### src/rtl/cam_dvp_pkg.sv
// cam_dvp_pkg: shared types and constants for the DVP test-pattern transmitter
// Contents: FSM state enum, pattern codes, RGB565 bar colours, OV7670 VGA timing defaults.
package cam_dvp_pkg;
  typedef enum logic [2:0] {ST_IDLE, ST_VSYNC, ST_VBACK, ST_ACTIVE, ST_VFRONT} state_e;
  localparam logic [1:0] PAT_CONST = 2'd0;
  localparam logic [1:0] PAT_BARS  = 2'd1;
  localparam logic [1:0] PAT_RAMP  = 2'd2;
  localparam logic [1:0] PAT_CHECK = 2'd3;
  localparam logic [15:0] RGB_WHITE   = 16'hFFFF;
  localparam logic [15:0] RGB_YELLOW  = 16'hFFE0;
  localparam logic [15:0] RGB_CYAN    = 16'h07FF;
  localparam logic [15:0] RGB_GREEN   = 16'h07E0;
  localparam logic [15:0] RGB_MAGENTA = 16'hF81F;
  localparam logic [15:0] RGB_RED     = 16'hF800;
  localparam logic [15:0] RGB_BLUE    = 16'h001F;
  localparam logic [15:0] RGB_BLACK   = 16'h0000;
  // Element 0 is the leftmost bar.
  localparam logic [7:0][15:0] BAR_COLORS = {RGB_BLACK, RGB_BLUE, RGB_RED, RGB_MAGENTA,
                                             RGB_GREEN, RGB_CYAN, RGB_YELLOW, RGB_WHITE};
  localparam int VGA_H_ACTIVE    = 640;
  localparam int VGA_V_ACTIVE    = 480;
  localparam int VGA_H_BLANK     = 144;
  localparam int VGA_VSYNC_LINES = 3;
  localparam int VGA_V_BACK      = 17;
  localparam int VGA_V_FRONT     = 10;
endpackage

### src/rtl/cam_dvp_pattern.sv
// cam_dvp_pattern: registered RGB565 test-pattern pixel generator
// Ports: i_clk/i_rst_n clock and async active-low reset; i_en loads the pixel register;
//        i_pattern/i_const select the pattern; i_x/i_y pixel position; o_pix registered pixel.
module cam_dvp_pattern import cam_dvp_pkg::*; #(
  parameter int H_ACTIVE = VGA_H_ACTIVE
) (
  input  logic        i_clk,
  input  logic        i_rst_n,
  input  logic        i_en,
  input  logic [1:0]  i_pattern,
  input  logic [15:0] i_const,
  input  logic [15:0] i_x,
  input  logic [15:0] i_y,
  output logic [15:0] o_pix
);
  localparam int BAR_W = H_ACTIVE / 8;
  logic [2:0]  bar;
  logic        check;
  logic [15:0] pix_d, pix_q;
  // Bar index by threshold counting avoids a divider when the bar width is not a power of two.
  always_comb begin
    bar = '0;
    for (int k = 1; k < 8; k++) if (int'(i_x) >= k * BAR_W) bar = bar + 3'd1;
    check = |((i_x ^ i_y) & 16'h0008);
    pix_d = i_pattern == PAT_CONST ? i_const :
            i_pattern == PAT_BARS  ? BAR_COLORS[bar] :
            i_pattern == PAT_RAMP  ? {i_x[4:0], i_x[5:0], i_x[4:0]} :
            (check ? RGB_WHITE : RGB_BLACK);
  end
  always_ff @(posedge i_clk or negedge i_rst_n) begin
    if (!i_rst_n) pix_q <= '0;
    else if (i_en) pix_q <= pix_d;
  end
  assign o_pix = pix_q;
endmodule

### src/rtl/cam_dvp_tx.sv
// cam_dvp_tx: OV7670-style DVP transmitter emitting RGB565 test-pattern frames
// Ports: i_clk board clock; i_rst_n async active-low reset; i_run emit frames while high;
//        i_pattern 0 const/1 bars/2 ramp/3 checker; i_const pattern-0 colour;
//        o_pclk (i_clk/2), o_vsync, o_href, o_data (high byte first); o_busy frame in progress;
//        o_frame_done end-of-frame pulse; o_frame_cnt completed frames.
// Option: define CAM_DVP_TX_CHECKSUM_EN to add o_frame_sum, the 16-bit sum of the
//         active bytes of the last complete frame.
module cam_dvp_tx import cam_dvp_pkg::*; #(
  parameter int H_ACTIVE    = VGA_H_ACTIVE,
  parameter int V_ACTIVE    = VGA_V_ACTIVE,
  parameter int H_BLANK     = VGA_H_BLANK,
  parameter int VSYNC_LINES = VGA_VSYNC_LINES,
  parameter int V_BACK      = VGA_V_BACK,
  parameter int V_FRONT     = VGA_V_FRONT
) (
  input  logic        i_clk,
  input  logic        i_rst_n,
  input  logic        i_run,
  input  logic [1:0]  i_pattern,
  input  logic [15:0] i_const,
  output logic        o_pclk,
  output logic        o_vsync,
  output logic        o_href,
  output logic [7:0]  o_data,
  output logic        o_busy,
  output logic        o_frame_done,
  output logic [15:0] o_frame_cnt
`ifdef CAM_DVP_TX_CHECKSUM_EN
  ,
  output logic [15:0] o_frame_sum
`endif
);
  localparam int LINE_PIX  = H_ACTIVE + H_BLANK;
  localparam int LINE_CLKS = 4 * LINE_PIX;
  localparam int CW        = $clog2(LINE_CLKS);
  localparam logic [CW-1:0] LAST_CLK  = CW'(LINE_CLKS - 1);
  localparam logic [CW-1:0] HREF_CLKS = CW'(4 * H_ACTIVE);
  localparam logic [CW-3:0] LAST_PIX  = (CW-2)'(LINE_PIX - 1);
  localparam logic [15:0] L_VSYNC  = 16'(VSYNC_LINES - 1);
  localparam logic [15:0] L_BACK   = 16'(V_BACK - 1);
  localparam logic [15:0] L_ACTIVE = 16'(V_ACTIVE - 1);
  localparam logic [15:0] L_FRONT  = 16'(V_FRONT - 1);
  state_e        state_q, state_d;
  logic [CW-1:0] clk_q, clk_d;
  logic [15:0]   line_q, line_d, last_line, cnt_q;
  logic [1:0]    pat_q, pat_d;
  logic [15:0]   cst_q, cst_d, pix, x_in, y_in;
  logic [CW-3:0] px, nx;
  logic          line_end, last, enter, wrap, fetch;
  logic          pclk_q, pclk_d, vsync_q, vsync_d, href_q, href_d, busy_q, busy_d, done_q, done_d;
  logic [7:0]    data_q, data_d;
  // Output registers are loaded from the *next* position, so every output is aligned
  // with clk_q; clk_q[0] is the pclk phase and byte boundaries sit on even counts,
  // which makes data/href/vsync change only where pclk falls.
  always_comb begin
    state_d = state_q;
    line_d = line_q;
    line_end = clk_q == LAST_CLK;
    last_line = state_q == ST_VSYNC ? L_VSYNC :
                state_q == ST_VBACK ? L_BACK :
                state_q == ST_ACTIVE ? L_ACTIVE : L_FRONT;
    last = line_end && line_q == last_line;
    clk_d = (state_q == ST_IDLE || line_end) ? '0 : clk_q + CW'(1);
    if (state_q == ST_IDLE) begin
      state_d = i_run ? ST_VSYNC : ST_IDLE;
      line_d = '0;
    end else if (line_end) begin
      line_d = last ? '0 : line_q + 16'd1;
      if (last) begin
        unique case (state_q)
          ST_VSYNC:  state_d = ST_VBACK;
          ST_VBACK:  state_d = ST_ACTIVE;
          ST_ACTIVE: state_d = ST_VFRONT;
          default:   state_d = i_run ? ST_VSYNC : ST_IDLE;
        endcase
      end
    end
    enter = state_d == ST_VSYNC && state_q != ST_VSYNC;
    pat_d = enter ? i_pattern : pat_q;
    cst_d = enter ? i_const : cst_q;
    pclk_d = state_d != ST_IDLE && clk_d[0];
    vsync_d = state_d == ST_VSYNC;
    href_d = state_d == ST_ACTIVE && clk_d < HREF_CLKS;
    data_d = href_d ? (clk_d[1] ? pix[7:0] : pix[15:8]) : '0;
    busy_d = state_d != ST_IDLE;
    done_d = state_q == ST_VFRONT && line_q == L_FRONT && clk_q == LAST_CLK - CW'(1);
  end
  // Prefetch: in the third clock of each pixel load the next pixel (wrapping into the
  // following line), so the register holds it exactly when its high byte goes out.
  always_comb begin
    px = clk_q[CW-1:2];
    wrap = px == LAST_PIX;
    nx = wrap ? '0 : px + (CW-2)'(1);
    x_in = 16'(nx);
    y_in = state_q == ST_ACTIVE ? line_q + 16'(wrap) : 16'd0;
    fetch = state_q != ST_IDLE && clk_q[1:0] == 2'd2;
  end
  cam_dvp_pattern #(.H_ACTIVE(H_ACTIVE)) u_pattern (
    .i_clk     (i_clk),
    .i_rst_n   (i_rst_n),
    .i_en      (fetch),
    .i_pattern (pat_q),
    .i_const   (cst_q),
    .i_x       (x_in),
    .i_y       (y_in),
    .o_pix     (pix)
  );
  always_ff @(posedge i_clk or negedge i_rst_n) begin
    if (!i_rst_n) begin
      state_q <= ST_IDLE;
      clk_q <= '0;
      line_q <= '0;
      pat_q <= '0;
      cst_q <= '0;
      pclk_q <= 1'b0;
      vsync_q <= 1'b0;
      href_q <= 1'b0;
      data_q <= '0;
      busy_q <= 1'b0;
      done_q <= 1'b0;
      cnt_q <= '0;
    end else begin
      state_q <= state_d;
      clk_q <= clk_d;
      line_q <= line_d;
      pat_q <= pat_d;
      cst_q <= cst_d;
      pclk_q <= pclk_d;
      vsync_q <= vsync_d;
      href_q <= href_d;
      data_q <= data_d;
      busy_q <= busy_d;
      done_q <= done_d;
      cnt_q <= cnt_q + 16'(done_d);
    end
  end
`ifdef CAM_DVP_TX_CHECKSUM_EN
  logic [15:0] acc_q, acc_d, sum_q;
  // Each byte is held for two clocks; count it once, on its first clock.
  assign acc_d = enter ? '0 : (href_d && !clk_d[0]) ? acc_q + 16'(data_d) : acc_q;
  always_ff @(posedge i_clk or negedge i_rst_n) begin
    if (!i_rst_n) begin
      acc_q <= '0;
      sum_q <= '0;
    end else begin
      acc_q <= acc_d;
      sum_q <= done_d ? acc_q : sum_q;
    end
  end
  assign o_frame_sum = sum_q;
`endif
  assign o_pclk = pclk_q;
  assign o_vsync = vsync_q;
  assign o_href = href_q;
  assign o_data = data_q;
  assign o_busy = busy_q;
  assign o_frame_done = done_q;
  assign o_frame_cnt = cnt_q;
endmodule

### config.mk
export PLATFORM = sky130hd
export DESIGN_NAME = cam_dvp_tx
export DESIGN_NICKNAME = d
export VERILOG_FILES = /design/src/rtl/cam_dvp_pkg.sv /design/src/rtl/cam_dvp_pattern.sv /design/src/rtl/cam_dvp_tx.sv
export SDC_FILE = /design/constraint.sdc
export NUM_CORES = 1
export LEC_CHECK = 0
export CAP_MARGIN = 20
export CORE_MARGIN = 4
export CORE_UTILIZATION = 63
export CTS_BUF_LIST = sky130_fd_sc_hd__clkbuf_8
export DETAILED_ROUTE_END_ITERATION = 16
export GPL_TIMING_DRIVEN = 0
export PLACE_DENSITY = 0.84
export SKIP_CTS_REPAIR_TIMING = 1
export SLEW_MARGIN = 10
export SYNTH_ARGS = -nofsm -noshare
export SYNTH_HDL_FRONTEND = slang
export SYNTH_SLANG_ARGS = --single-unit
### constraint.sdc
create_clock -name i_clk -period 15.6 [get_ports i_clk]
set_input_delay 2.34 -clock i_clk [delete_from_list [all_inputs] [get_ports i_clk]]
set_output_delay 2.34 -clock i_clk [all_outputs]
set_load 0.02 [all_outputs]
# After elaboration in Yosys (flattened, before gate mapping)
# Memories as Yosys holds them, arrays and structs flattened.
# Cells that the tools add are included.
# totals
mem_count	1
in_bits	21
elab_cells	91
mem_bits_ro	128
regBits	94
output_inout_bits	29
# classes
order_cmp	9
addsub	11
n_reduce_logical	13
muxes	28
n_bitwise	1
eq_ne	15
# memory_table
name	words	width	rd	rd_ports_with_merged_regs	write_ports	line	rtl
(name not given)	8	16	1	0	0	cam_dvp_pattern.sv:26	i_pattern == PAT_BARS ? BAR_COLORS[bar] :
# op_table
operator	n
16-bit 2-to-1 mux	8
10-bit by 9-bit >= comparator with 1-bit output, second input constant	3
3-bit 2-to-1 mux	9
9-bit 2-to-1 mux	3
12-bit equality test, second input constant	2
10-bit by 8-bit >= comparator with 1-bit output, second input constant	2
16-bit by 1-bit adder with 16-bit output	1
16-bit by 1-bit adder with 16-bit output, second input constant	1
16-bit by 4-bit equality test with 1-bit output, second input constant	1
16-bit by 9-bit equality test with 1-bit output	1
8-bit 2-to-1 mux	2
3-bit by 1-bit adder with 3-bit output, second input constant	5
12-bit by 1-bit adder with 12-bit output, second input constant	1
12-bit < comparator, second input constant	1
12-bit 2-to-1 mux	1
10-bit by 1-bit adder with 10-bit output, second input constant	1
10-bit equality test, second input constant	1
10-bit >= comparator, second input constant	1
10-bit by 7-bit >= comparator with 1-bit output, second input constant	1
10-bit 2-to-1 mux	1
3-bit by 2-bit equality test with 1-bit output, second input constant	3
3-bit one-hot mux with 3 select lines	1
1-bit logical AND	7
3-bit by 1-bit equality test with 1-bit output, second input constant	2
other kinds (15)	18

# Logic depth before layout (Yosys ltp)
# logic_depth
depth_word	20
mapped_depth	26
mapped_depth_nobuf	25

# Cells and area by module
# A second synthesis with hierarchy kept.
# unflattened
hier_cells	571
hier_area_um2	5417.7
# by_module_without_submodules
mod	instances	seq_area_each_um2	area_each_um2	cells_per_inst
cam_dvp_tx	1	1951.9	4144.0	419
cam_dvp_pattern	1	400.4	1273.7	152

# Worst setup path before layout
# No wires, ideal clock.
# synth_timing
path_type	reg-to-reg
startpoint	reg clk_q[8]
endpoint	reg u_pattern.pix_q[11], in the netlist u_pattern.o_pix[11]
setup_time_ns	0.124
required_time_ns	15.476
n_path_buf	2
period_less_slack_ns	5.017
stages_incl_launch_ff	25
path_slack_ns	10.583
t_arrival_ns	4.893
cell_sequence	dfrtp_1 > buf_6 > or4b_4 > nor3_4 > a21oi_4 > a21o_1 > nor3_1 > ha_1 > buf_1 > nor2b_1 > o211ai_1 > nand2_1 > mux2_2 > ha_1 > xor2_1 > nand2_1 > o21ai_1 > a221oi_2 > ha_1 > nand2_1 > o221ai_1 > nand2_1 > o21ai_0 > o21ai_0 > a211o_1
# synth_via
elab_chain_len	20
elab_cells_between_ends	32
cone_classes	add/sub (8); order compare (7); eq/ne (1); mux (14); bitwise (1); memory (1)
# synth_rtl
item	line	rtl
start: declaration	cam_dvp_tx.sv:44	logic [CW-1:0] clk_q, clk_d;
start signal: assignment	cam_dvp_tx.sv:124	clk_q <= clk_d;
10-bit by 1-bit adder with 10-bit output or 10-bit equality test (tied branches)	cam_dvp_tx.sv:93, cam_dvp_tx.sv:92	
10-bit 2-to-1 mux	cam_dvp_tx.sv:93	nx = wrap ? '0 : px + (CW-2)'(1);
10-bit by 7-bit >= comparator with 1-bit output	cam_dvp_pattern.sv:23	for (int k = 1; k < 8; k++) if (int'(i_x) >= k * BAR_W) bar = bar + 3'd1;
1-bit 2-to-1 mux	cam_dvp_pattern.sv:23	
1-bit by 1-bit adder with 2-bit output	cam_dvp_pattern.sv:23	
3-bit 2-to-1 mux	cam_dvp_pattern.sv:23	
3-bit by 1-bit adder with 3-bit output	cam_dvp_pattern.sv:23	
3-bit 2-to-1 mux	cam_dvp_pattern.sv:23	
(+4 left out)	--	
3-bit by 1-bit adder with 3-bit output	cam_dvp_pattern.sv:23	
3-bit 2-to-1 mux	cam_dvp_pattern.sv:23	
3-bit by 1-bit adder with 3-bit output	cam_dvp_pattern.sv:23	
3-bit 2-to-1 mux	cam_dvp_pattern.sv:23	
memory read 8 x 16 bit	--	
16-bit 2-to-1 mux (implied by the code)	cam_dvp_pattern.sv:26	
16-bit 2-to-1 mux *	cam_dvp_pattern.sv:26	
16-bit 2-to-1 mux *	cam_dvp_pattern.sv:25	pix_d = i_pattern == PAT_CONST ? i_const :
end signal: assignment	cam_dvp_pattern.sv:32	else if (i_en) pix_q <= pix_d;
end: declaration	cam_dvp_pattern.sv:19	logic [15:0] pix_d, pix_q;
# Every way passes the cells marked *; elsewhere a longest branch is shown, timed or not. The select of a mux whose other input is x is not followed.
# A chain may end at the register's enable or synchronous reset.

# Final worst setup path
# layout_timing
startpoint	reg clk_q[2]
endpoint	reg u_pattern.pix_q[15], in the netlist u_pattern.o_pix[15]
# The elaborated chain is that of the path after synthesis.

==> out/summary.md <==
• 2 — CTS max path bufs
• 8 — critical-path maximum fanout
• 0 — number of hold violations in the final report
• sky130_fd_sc_hd__dfrtp_1 — library cell with the highest instance count after synthesis
• 0 — Finish-stage setup viols
• 282 — starting DRC count in detailed routing
• sky130_fd_sc_hd__dfrtp_1 — cell with the largest stage delay on the worst path
• 0.439 — share of synthesized area occupied by flip-flops and latches
• 0.38 ns — Clk Latency, worst-skew pair
• sky130_fd_sc_hd__dfrtp_1 — dominant cell type by area after synthesis
• 554 — Syn Inst Count
• 0 — GRT Residual Overflow
• 4399 — overall via count from detail_route
• sky130_fd_sc_hd__dfrtp_1 (44%), sky130_fd_sc_hd__xnor2_1 (4.3%), sky130_fd_sc_hd__o21ai_0 (4.1%) — cell types with the largest area share after synthesis
• 5.71 ns — crit path time final
• 2830 um2 — area of combinational cells with multiple inputs
• 5360 um2 — cell area after synthesis
• 0.916 — GP Congestion
• 0.439 — share of Yosys cell area claimed by the top area cell type
• 94 — flip-flop and latch count after synthesis
• 50 — number of placed I/O pins
• 9.95 ns — Setup WS pre-CTS
• 0 ns — total negative slack
• finished clean — run status
• 0 — yosys synthesis warning count
• 100 um — vertical die dimension
• flop — nature of the critical path endpoint
• 0 — max capacitance violation total
• 4414 — vias in the first global route
• flop — sort of element at the start of the critical path
• 0.11 ns — register clock-pin slew on the reported worst setup and hold paths
• 12300 um — total length of routed wires
• 0 — final antenna-violating net count
• 94 — number of sinks driven by the clock tree
• 0.366 — final cycle utilization of the critical path
• 8880 um — post-detailed-placement half-perimeter wirelength
• 21200 um — first-pass GRT wire length
• 5.97 ns — endpoint arrival time on the critical path
• 49 — quantity of I/O buffers inserted on ports
• 2350 um2 — Register Area
• 16.9 um — post-detailed-route wirelength per cell
• 0.0000770 V — Peak supply drop
• 0.00270 uW — leakage power
• 9.89 ns — Setup WS post-layout
• 0.50 ns — critical path's largest stage delay
• 15.86 ns — Req. time, crit path
• 8260 um2 — core box area
• 0.0165 ns — post-route clock skew
• 102 nW/um2 — Pwr Density
• 0 — DRC violation count after routing
• yes — CTS tree
• 100 um — horizontal die dimension
• ha_1, and2_1, clkbuf_1, o211ai_2, a21o_1, nor3_1, ha_1, buf_1, nor2b_1, o211ai_1, nand2_1, mux2_2, ha_1, xor2_1, nand2_1, o21ai_1, a221oi_2, ha_1, nand2_1, o221ai_1, nand2_1, o21ai_0, o21ai_0, a211o_1 — critical path cell sequence
• sky130_fd_sc_hd__dfrtp_1 (94), sky130_fd_sc_hd__nand2_1 (55), sky130_fd_sc_hd__nor2_1 (49) — Post-synth top cells
• 0 — number of antenna violations at the first check in global routing
• 0.649 — Starting Density
• 69 — number of different library cells in the post-synthesis netlist
• sky130_fd_sc_hd__clkbuf_8 — cell chosen for the clock root
• no — setup repair after global routing missed its margin
• 10000 um2 — Die Footprint
• 0 — Antenna diodes
• 9 — Num CTS Buffers
• 1.00 — share of synthesized registers carrying an async set or reset
• 0.514 — relative max-transition margin
• 175 MHz — Achievable Freq
• 0 — max-slew violation count
• 15.4% — Area Growth Syn to Fin
• 54 — largest net degree at the start of global routing
• 0.723 ns — pin slew with the least headroom to its limit
• 589 — syn_nets
• 33 — cell row count
• 0 — count of flip-flops with a built-in enable after synthesis
• 0.105 — share of final-layout standard cells stronger than drive strength 1
• sky130_fd_sc_hd__dfrtp_1 — dominant register cell in the synthesized netlist
• 0.262 — total global-route track usage
• 6 — detailed-router iteration count before antenna repair
• flop to flop — type of the worst setup path
• 599 — final-layout fill cell count
• 3 — number of levels in the clock H-tree
• 9.67 um2 — post-synthesis average cell area
• 650 — final net count
• 6.08 — drt via density
• flop to flop — class of the worst hold path
worst paths after layout:
| check | from | to | slack, ns | depth (start not counted) |
|---|---|---|---|---|
| setup / recovery | clk_q[2] | u_pattern.o_pix[15] | 9.89 | 24 |
| setup reg to reg | clk_q[2] | u_pattern.o_pix[15] | 9.89 | 24 |
| hold reg to reg | o_frame_cnt[15] | o_frame_cnt[15] | 0.47 | 1 |
| min in group asynchronous | i_rst_n | o_frame_cnt[10] | 1.93 | 1 |
| hold / removal | o_frame_cnt[15] | o_frame_cnt[15] | 0.47 | 1 |
| max in group asynchronous | i_rst_n | cst_q[6] | 13.00 | 2 |
power breakdown:
part           internal (uW)  switching, uW
logic                   65.2            100
registers                278           30.4
clock network           59.9           93.4
critical path: cells and delay by family (launching register included):
family	cells	cell delay, ns
buffers and inverters	2	0.47
muxes	1	0.27
DFF	1	0.50
AOI/OAI and AO/OA	9	1.98
xor gates and xnor gates	1	0.14
adders and majority gates	4	1.10
and+or+nand+nor	7	1.12
cell families after synthesis:
family / synth area share
AND/OR/NAND/NOR: 0.209
AO/OA/AOI/OAI: 0.155
flip-flops: 0.439
XOR/XNOR: 0.0792
buffers and inverters: 0.0336
multiplexers: 0.0507
adder cells (fa/ha/maj): 0.0327
state kept, by name, summed over array words and instances, names as in the netlist, 2 cells and up:
signal / flops
cst_q: 16
line_q: 16
o_frame_cnt: 16
u_pattern.o_pix: 16
clk_q: 12
o_data: 8
state_q: 3
pat_q: 2
routing by layer:
metal  GRT usage  vias up  part of all wire
li1            -     2078                 -
met1       0.369     2137              0.45
met2       0.409      158              0.48
met3      0.0542       26             0.055
met4      0.0829        0             0.020
met5           0        -                 0
per-stage QoR:
step                cells  utilization  power [uW]  instance area (um2)  hold slack (ns)
finish                724        0.748         628                 6180            0.471
global placement      708        0.724         466                 5980            0.460
detailed placement    709        0.727         475                 6000            0.461
global route          724        0.748         667                 6180            0.498
CTS                   724        0.748         627                 6180            0.479
floorplan             554            -         423                 5360            0.438
cells in the final DEF (no fill, tap or decap), types with 10 or more instances in the layout:
cell	instances
sky130_fd_sc_hd__nand2_1	55
sky130_fd_sc_hd__nand2b_1	14
sky130_fd_sc_hd__inv_1	13
sky130_fd_sc_hd__ha_1	14
sky130_fd_sc_hd__clkbuf_1	16
sky130_fd_sc_hd__and3_1	10
sky130_fd_sc_hd__nor2_1	49
sky130_fd_sc_hd__dfrtp_1	94
sky130_fd_sc_hd__nor2b_1	10
sky130_fd_sc_hd__nand3_1	24
sky130_fd_sc_hd__mux2_4	10
sky130_fd_sc_hd__a21oi_1	25
sky130_fd_sc_hd__xnor2_1	26
sky130_fd_sc_hd__xor2_1	18
sky130_fd_sc_hd__o21ai_0	44
sky130_fd_sc_hd__clkdlybuf4s50_1	48
cell type report:
class	count	area share
buffer	24	0.0206
inverter	14	0.00850
multi-input combinational	422	0.457
timing repair buffer	50	0.0834
sequential	94	0.381
clock inverter	6	0.00850
tap	105	0.0213
clock buffer	9	0.0200
No activity file was read; power rests on OpenSTA's default activity.
